## src/rtl/button_conditioner_if.sv

```systemverilog
// Button bundle between the board pins and the conditioner: raw active-low pins in,
// debounced active-high levels and one-cycle press/release pulses out.
interface button_conditioner_if #(
    parameter int NUM_BTN = 3
);
    logic [NUM_BTN-1:0] btn_raw;
    logic [NUM_BTN-1:0] btn_level;
    logic [NUM_BTN-1:0] btn_press;
    logic [NUM_BTN-1:0] btn_release;

    modport master (output btn_raw, input btn_level, input btn_press, input btn_release);
    modport slave  (input btn_raw, output btn_level, output btn_press, output btn_release);
endinterface

```

## src/rtl/button_conditioner.sv

```systemverilog
// Per-channel 2-FF synchroniser, debounce FSM and press/release edge pulses for push buttons.
// Optional auto-repeat of btn_press while held is built only when BTN_AUTOREPEAT_EN is defined.
module button_conditioner #(
    parameter int NUM_BTN         = 3,
    parameter int DEBOUNCE_CYCLES = 16,
    parameter int REPEAT_START    = 1000,
    parameter int REPEAT_PERIOD   = 200
) (
    input  logic                 clk,
    input  logic                 reset,
    button_conditioner_if.slave  bus
);
    // state      | meaning
    // REL        | released, committed level 0
    // PRESS_PEND | pin reads pressed, counting stable cycles before committing
    // PRS        | pressed, committed level 1
    // REL_PEND   | pin reads released, counting stable cycles before committing
    typedef enum logic [1:0] {REL, PRESS_PEND, PRS, REL_PEND} state_t;

    localparam int CNT_W = $clog2(DEBOUNCE_CYCLES + 1);
    localparam logic [CNT_W-1:0] CNT_MAX = CNT_W'(DEBOUNCE_CYCLES);

    if (DEBOUNCE_CYCLES < 1 || REPEAT_START < 1 || REPEAT_PERIOD < 1) begin : g_bad_param
        $error("button_conditioner: DEBOUNCE_CYCLES, REPEAT_START and REPEAT_PERIOD must be >= 1");
    end

`ifdef BTN_AUTOREPEAT_EN
    localparam int HOLD_W = $clog2(REPEAT_START + REPEAT_PERIOD + 1);
    localparam logic [HOLD_W-1:0] START_LAST = HOLD_W'(REPEAT_START - 1);
    localparam logic [HOLD_W-1:0] REP_LAST   = HOLD_W'(REPEAT_PERIOD - 1);
`endif

    for (genvar i = 0; i < NUM_BTN; i++) begin : g_ch
        state_t           state;
        logic [CNT_W-1:0] cnt;
        logic             sync1, sync2, s;
        logic             level_r, press_r, release_r;
`ifdef BTN_AUTOREPEAT_EN
        logic [HOLD_W-1:0] hold;
        logic              rep_phase;  // 0: waiting for first repeat, 1: periodic repeats
`endif

        assign s = ~sync2;

        always_ff @(posedge clk) begin
            if (reset) begin
                sync1     <= 1'b1;
                sync2     <= 1'b1;
                state     <= REL;
                cnt       <= '0;
                level_r   <= 1'b0;
                press_r   <= 1'b0;
                release_r <= 1'b0;
`ifdef BTN_AUTOREPEAT_EN
                hold      <= '0;
                rep_phase <= 1'b0;
`endif
            end else begin
                sync1     <= bus.btn_raw[i];
                sync2     <= sync1;
                press_r   <= 1'b0;
                release_r <= 1'b0;
                case (state)
                    REL: begin
                        if (s) begin
                            state <= PRESS_PEND;
                            cnt   <= CNT_W'(1);
                        end else begin
                            cnt <= '0;
                        end
                    end
                    PRESS_PEND: begin
                        if (!s) begin
                            state <= REL;
                            cnt   <= '0;
                        end else if (cnt == CNT_MAX) begin
                            state   <= PRS;
                            cnt     <= '0;
                            level_r <= 1'b1;
                            press_r <= 1'b1;
`ifdef BTN_AUTOREPEAT_EN
                            hold      <= '0;
                            rep_phase <= 1'b0;
`endif
                        end else begin
                            cnt <= cnt + CNT_W'(1);
                        end
                    end
                    PRS: begin
                        if (!s) begin
                            state <= REL_PEND;
                            cnt   <= CNT_W'(1);
                        end
`ifdef BTN_AUTOREPEAT_EN
                        else if (hold == (rep_phase ? REP_LAST : START_LAST)) begin
                            press_r   <= 1'b1;
                            hold      <= '0;
                            rep_phase <= 1'b1;
                        end else begin
                            hold <= hold + HOLD_W'(1);
                        end
`endif
                    end
                    REL_PEND: begin
                        // hold counter stays frozen here so a release glitch resumes the repeat timing
                        if (s) begin
                            state <= PRS;
                            cnt   <= '0;
                        end else if (cnt == CNT_MAX) begin
                            state     <= REL;
                            cnt       <= '0;
                            level_r   <= 1'b0;
                            release_r <= 1'b1;
`ifdef BTN_AUTOREPEAT_EN
                            hold      <= '0;
                            rep_phase <= 1'b0;
`endif
                        end else begin
                            cnt <= cnt + CNT_W'(1);
                        end
                    end
                    default: state <= REL;
                endcase
            end
        end

        assign bus.btn_level[i]   = level_r;
        assign bus.btn_press[i]   = press_r;
        assign bus.btn_release[i] = release_r;
    end
endmodule

```

## src/flat_wrapper.sv

```systemverilog
// flat-port wrapper written by rule: the top's interface ports become plain ports
module button_conditioner_flat 
#(
    parameter int NUM_BTN         = 3,
    parameter int DEBOUNCE_CYCLES = 16,
    parameter int REPEAT_START    = 1000,
    parameter int REPEAT_PERIOD   = 200
)
  (clk, reset, bus_btn_raw, bus_btn_level, bus_btn_press, bus_btn_release);
  button_conditioner_if #(.NUM_BTN(NUM_BTN)) bus_i ();
  input  logic clk;
  input  logic reset;
  input wire logic [$bits(bus_i.btn_raw)-1:0] bus_btn_raw;
  output wire logic [$bits(bus_i.btn_level)-1:0] bus_btn_level;
  output wire logic [$bits(bus_i.btn_press)-1:0] bus_btn_press;
  output wire logic [$bits(bus_i.btn_release)-1:0] bus_btn_release;
  assign bus_i.btn_raw = bus_btn_raw;
  assign bus_btn_level = bus_i.btn_level;
  assign bus_btn_press = bus_i.btn_press;
  assign bus_btn_release = bus_i.btn_release;
  button_conditioner #(.NUM_BTN(NUM_BTN), .DEBOUNCE_CYCLES(DEBOUNCE_CYCLES), .REPEAT_START(REPEAT_START), .REPEAT_PERIOD(REPEAT_PERIOD)) u_core (.clk(clk), .reset(reset), .bus(bus_i));
endmodule
```

## config.mk

```make
export PLATFORM = sky130hd
export DESIGN_NAME = button_conditioner_flat
export DESIGN_NICKNAME = d
export VERILOG_FILES = /design/src/rtl/button_conditioner_if.sv /design/src/rtl/button_conditioner.sv /design/src/flat_wrapper.sv
export SDC_FILE = /design/constraint.sdc
export NUM_CORES = 1
export LEC_CHECK = 0
export BUFFER_PORTS_ARGS = -buffer_cell sky130_fd_sc_hd__buf_4
export CAP_MARGIN = 20
export CORE_ASPECT_RATIO = 0.8
export CORE_MARGIN = 3
export CORE_UTILIZATION = 40
export DETAILED_ROUTE_END_ITERATION = 10
export GPL_TIMING_DRIVEN = 0
export PLACE_DENSITY = 0.61
export REMOVE_ABC_BUFFERS = 1
export SLEW_MARGIN = 10
export SYNTH_ARGS = -nofsm -noshare
export SYNTH_HDL_FRONTEND = slang
export SYNTH_SLANG_ARGS = --single-unit
```

## constraint.sdc

```tcl
create_clock -name clk -period 2.1 [get_ports clk]
set_input_delay 0.21 -clock clk [delete_from_list [all_inputs] [get_ports clk]]
set_output_delay 0.21 -clock clk [all_outputs]
set_load 0.005 [all_outputs]
```

==> metrics.md, run 1 <==
| Metric | Value |
|---|---|
| Post-Synthesis Cells | between 150 and 200 |
| Final WS setup | between 200 and 250 ps |
| Clock slew at reported path FFs | ~70 ps |
| Sw frac | roughly 22% |
| Mean Syn Cell Area | between 8 and 9 sq um |
| Die Span X | roughly 79 um |
| Via Count | 1335 |
| Pwr dens | ~690 nW/um^2 |
| Final min period | 1873 ps |
| Die ar. | approximately 5100 sq um |
| DRT iter0 DRCs | 86 |
| Clk pwr share | roughly two fifths |
| Maximum clock frequency | about 530 MHz |
| Post-CTS Hold Buffers | 0 |
| Final Hold Vio Count | 0 |
| Multi-input logic area | between 800 and 900 sq um |
| Seq/Total Area, Yosys | 41.98% |
| Slew headroom | between 50% and 60% |
| Routed WL per cell | 13.16 um |
| Startpoint types | register |
| All-layer global routing usage | ~14% |
| Final-report setup violation count | 0 |
| Final WL | 3.264 mm |
| Via/cell ratio | approximately 5.4 |
| WS Path Type | register to register |
| Count of input and output buffers | 13 |
| Reg power frac | a little under three fifths |
| Top-level port count | 14 |
| HPWL after detailed placement | 2.217 mm |
| Synth Flop Type | dfxtp_1 |
| Peak VDD IR | 0.0003730 V |
| Fin util | between 40% and 50% |
| CTS tree | done |
| Worst path arrival time | roughly 2100 ps |
| FILL cells | approximately 400 |
| Share of flip-flops with an asynchronous set or reset | 0% |
| Leakage | 0.7243 nW |
| Layout cells sized above 1 | between 10% and 20% |
| Max Root-Sink Buffers | 2 |
| Number of max-cap violations | 0 |
| Worst-Margin Slew | just over 700 ps |
| Placed inst area | approximately 1800 sq um |
| Share of the synthesized area in the top cell type | around two fifths |
| H-tree levels | 2 |
| Hold Path Class | input port to register |
| Required @ worst endpoint | roughly 2300 ps |
| Area Overhead vs Synth | 8.601% |
| Final Instance Area | approximately 1900 sq um |
| Fin Setup TNS | 0 ps |
| Post-place setup slack | -39.70 ps |
| Pin count of the biggest net entering global routing | 30 |
| CP Capture Type | register |
| Post-synthesis cell area | 1717 sq um |
| Final antenna diode count | 0 |
| Clock sink count | 36 |
| Syn. warnings | 0 |
| Pint | about 0.001 W |
| Netlist cell types | 45 |
| Clock Latency Late Sink | about 280 ps |
| First-pass GRT wire length | 5.526 mm |
| Critical Path Fanout Max | 8 |
| Number of global-route vias before repair | ~1300 |
| Unrepaired setup endpoints after global routing | no |
| Initial antenna violation count | 0 |
| Die Ht | around 65 um |
| FF+latch area | 720.7 sq um |
| Routed Antenna Nets | 0 |
| Comb power frac | 4.6% |
| Synth area leader | dfxtp_1 |
| Total congestion overflow | 0 |
| EDFF count, synth | 0 |
| Final period utilization | between 80% and 90% |
| TritonCTS Buffers | 5 |
| #FFs+latches synth | 36 |
| Status | complete, no violations |
| Max Slew Vio Count | 0 |
| DR DRC count | 0 |
| Synth area leaders | dfxtp_1 (42%), buf_4 (4.8%), ha_1 (4.4%) |
| Clock Skew | between 4 and 5 ps |
| Layout Nets | between 200 and 250 |
| First-pass DRT Iterations | 4 |
| Clk root buf | clkbuf_8 |
| Net switching power | around 0.00029 W |
| Initial Util | a little over two fifths |
| Row count | 20 |
| Core area | around 4000 sq um |
| RePlAce Congestion | 0.7575 |
[Yosys cell counts (2+ instances only)]
master and count:
nand3_1 11, nor4_1 2, nor3_1 5, dfxtp_1 36
a21oi_1 11, xor2_1 5, o21ai_0 8, o2111a_1 2
or2_2 7, a31oi_1 3, nor3b_1 4, and3_1 3
nand3b_1 2, a211oi_1 2, nand4_1 3, nand2_1 9
buf_4 11, a21o_1 2, ha_1 6, inv_1 11
a2bb2oi_1 4, nor4bb_1 2, clkbuf_1 10, nor2_1 12
nand2b_1 3
[power groups by stage]
stage	clock, W	combinational [W]	sequential (W)
floorplan	0	0.0000304	0.000725
global placement	0	0.0000567	0.000727
detailed placement	0	0.0000589	0.000728
CTS	0.000525	0.0000593	0.000712
global route	0.000563	0.0000661	0.000715
finish	0.000507	0.0000586	0.000713
[placed cells by master (no fill, tap or decap), drive strengths merged, types with 5 or more instances in the layout]
cell type | Yosys | final
xor2 | 5 | 5
inv | 11 | 11
ha | 6 | 6
or2 | 7 | 7
buf | 12 | 13
nand3 | 11 | 11
a21oi | 11 | 11
nor3 | 5 | 5
dfxtp | 36 | 36
clkbuf | 10 | 7
nand2 | 9 | 9
nor2 | 12 | 12
o21ai | 8 | 8
[flip-flops by register name, indices dropped and copies added, names as in the netlist, named ones only]
register               count
u_core.g_ch.release_r      3
u_core.g_ch.state          3
u_core.g_ch.sync2          3
u_core.g_ch.level_r        3
u_core.g_ch.cnt           15
u_core.g_ch.press_r        3
u_core.g_ch.sync1          3
[final timing paths]
check | endpoint | start | depth (start not counted) | slack, ps
worst max-delay path | u_core.g_ch[2].cnt[2] | u_core.g_ch[2].cnt[0] | 6 | 230
worst min-delay path | u_core.g_ch[1].sync1 | bus_btn_raw[1] | 2 | 110
worst max register to register | u_core.g_ch[2].cnt[2] | u_core.g_ch[2].cnt[0] | 6 | 230
worst min register to register | u_core.g_ch[0].sync2 | u_core.g_ch[0].sync1 | 1 | 410
[metrics by stage]
step / std cells / hold slack [ps] / total power (W)
global route: 248 / 98.14 / 0.001344
detailed placement: 240 / 392.3 / 0.0007870
finish: 248 / 105.6 / 0.001278
CTS: 248 / 94.99 / 0.001297
floorplan: 172 / 279.1 / 0.0007550
global placement: 240 / 395.0 / 0.0007840
[what timing repair did]
item / CTS / global route
pin swaps: 0 / 0
setup endpoints to repair: 1 / 5
buffers inserted: 0 / 0
gates resized for setup: 1 / 1
[cell type report]
| type | count | share of cell area (%) |
|---|---|---|
| inverter | 11 | 2.215 |
| clock buffer | 7 | 4.631 |
| clock inverter | 1 | 0.4027 |
| timing repair buffer | 13 | 5.235 |
| sequential | 36 | 38.66 |
| multi-input combinational | 125 | 45.17 |
| tap | 55 | 3.691 |
[metal layers]
| metal | global-route usage [%] | part of all wire [%] |
|---|---|---|
| met3 | 4.722 | 4.5 |
| met5 | 0 | 0 |
| met4 | 8.369 | 1.6 |
| met2 | 21.74 | 45 |
| met1 | 16.08 | 49 |
[cell families after synthesis]
| family | synth area share, % |
|---|---|
| fa+ha+maj | 4.373 |
| mux | 0.5831 |
| compound gates | 16.47 |
| xor+xnor | 2.551 |
| simple gates | 24.34 |
| flops | 41.98 |
| buf+inv | 9.694 |
[critical path, cell delays in order, from the launching register on]
cell and delay [ps]:
dfxtp_1 350, inv_1 70, ha_1 150, nor4bb_2 670
or4b_4 280, o21ai_0 80, a21o_1 180
Power figures use the tool's default switching activity.
==> run 2, diff against run 1 <==
Settings changed: ABC_CLOCK_PERIOD_IN_PS set to 2100, RECOVER_POWER set to 50.
==> run 2 against run 1 <==
Against the previous run: core utilization stayed put; highest routed layer unchanged; non-clock buffer count unchanged; final area unchanged.
==> metrics.md, run 2 (synthesis results as in run 1) <==
| Metric | Value |
|---|---|
| Most frequent cells in the layout | dfxtp_1 (36), nor2_1 (12), inv_1 (11), nand3_1 (11), a21oi_1 (11) |
| Clock sink count | 36 |
| Clock Skew | between 4 and 5 ps |
| DR DRC count | 0 |
| Via Count | ~1400 |
| Row count | 20 |
| Met3 usage | about 4.7% |
| Cells along the critical path | inv_1, ha_1, nor4bb_2, or4b_4, o21ai_0, a21o_1 |
| Max Root-Sink Buffers | 2 |
| Initial Util | 43.42% |
| Clk root buf | clkbuf_8 |
| Pin count of the biggest net entering global routing | 30 |
| Layout Nets | between 200 and 250 |
| Peak VDD IR | around 0.00037 V |
| Die ar. | slightly above 5000 sq um |
| Worst-Margin Slew | just under 700 ps |
| WS Path Type | register to register |
| Leakage | approximately 0.72 nW |
| Worst path max stage delay | ~650 ps |
| Required @ worst endpoint | 2290 ps |
| FF+latch area | between 700 and 800 sq um |
| First-pass DRT Iterations | 4 |
| Met2 Track Usage GR | between 20% and 30% |
| Largest Register | u_core.g_ch.cnt |
| Routed Antenna Nets | 0 |
| Final Hold Vio Count | 0 |
| Final-report setup violation count | 0 |
| Die Ht | ~65 um |
| GR Util met1 | approximately 16% |
| All-layer global routing usage | about 14% |
| Hold Path Class | input port to register |
| Die Span X | roughly 80 um |
| Final period utilization | between 80% and 90% |
| Top-level port count | 14 |
| Max Slew Vio Count | 0 |
| Final antenna diode count | 0 |
| Pwr dens | between 600 and 700 nW/um^2 |
| Layout cells sized above 1 | between 10% and 20% |
| Initial antenna violation count | 0 |
| Routed WL per cell | 13.25 um |
| Slowest-stage cell, CP | nor4bb_2 |
| Via/cell ratio | approximately 5.5 |
| Core area | around 4000 sq um |
| Largest register FFs | 15 |
| H-tree levels | 2 |
| RePlAce Congestion | between 0.7 and 0.8 |
| Commonest non-fill, non-tap cell in the layout | dfxtp_1 |
| Clock Latency Late Sink | 290 ps |
| TritonCTS Buffers | 5 |
| Clock slew at reported path FFs | 70 ps |
| CTS tree | done |
| Maximum clock frequency | ~540 MHz |
| Total congestion overflow | 0 |
| Count of input and output buffers | 13 |
| First-pass GRT wire length | 5.526 mm |
| Fin Setup TNS | 0 ps |
| Busiest grt layer | met2 |
| Multi-input logic area | roughly 840 sq um |
| HPWL after detailed placement | roughly 2.2 mm |
| Startpoint types | register |
| Unrepaired setup endpoints after global routing | no |
| DRT iter0 DRCs | 89 |
| WHS | 106.1 ps |
| Worst path arrival time | 2040 ps |
| Number of global-route vias before repair | approximately 1300 |
| Final WL | 3.287 mm |
| CP Capture Type | register |
| FILL cells | around 400 |
| Slew headroom | around 53% |
| Area Overhead vs Synth | 8.601% |
| Number of max-cap violations | 0 |
| Status | complete, no violations |
| Final min period | about 1800 ps |
| Critical Path Fanout Max | 8 |
==> run 2: through the flow <==
stage          utilization, %  cells  setup slack, ps  instance area (sq um)  power [W]
2_1_floorplan               -    172            288.6                   1592  0.0007550
5_1_grt                 47.15    248            86.33                   1864   0.001344
6_report                47.15    248            250.7                   1864   0.001279
3_5_place_dp            44.46    240           -39.70                   1758  0.0007870
4_1_cts                 46.99    248            36.05                   1858   0.001297
3_3_place_gp            44.46    240           -5.832                   1758  0.0007840
==> run 2: report_power, final <==
group / switching, W / internal (W)
clock network: 0.000241 / 0.000266
registers: 0.0000164 / 0.000696
logic: 0.0000295 / 0.0000288
total: 0.000287 / 0.000992
==> run 2: cell type report <==
cell class | count | area share [%]
repair buffers | 13 | 5.235
clock buffers | 7 | 4.631
clock inverters | 1 | 0.4027
well taps | 55 | 3.691
flip-flops and latches | 36 | 38.66
multi-input cells | 125 | 45.17
inverters | 11 | 2.215
==> run 2: what timing repair did <==
action                     in CTS  in global routing
buffers inserted                0                  0
gates resized for setup         1                  1
setup endpoints to repair       1                  5
gates cloned                    0                  0
hold buffers                    0                  0
==> run 2: worst paths after layout <==
| check | from | to | slack [ps] | depth (start not counted) |
|---|---|---|---|---|
| hold / removal | bus_btn_raw[2] | u_core.g_ch[2].sync1 | 110 | 2 |
| setup / recovery | u_core.g_ch[2].cnt[0] | u_core.g_ch[2].cnt[2] | 250 | 6 |
| hold reg to reg | u_core.g_ch[0].sync1 | u_core.g_ch[0].sync2 | 410 | 1 |
| setup reg to reg | u_core.g_ch[2].cnt[0] | u_core.g_ch[2].cnt[2] | 250 | 6 |
==> run 2: layer usage <==
layer	up-vias	wire [um]
met3	11	147
met1	649	1584
met2	31	1481
li1	676	-
met4	0	73
met5	-	0
==> run 2: worst max-delay path, delay by kind of cell (launching register included) <==
kind	cells	cell delay, ps
compound gates	2	260
fa+ha+maj	1	150
buf+inv	1	70
flops	1	350
simple gates	2	930
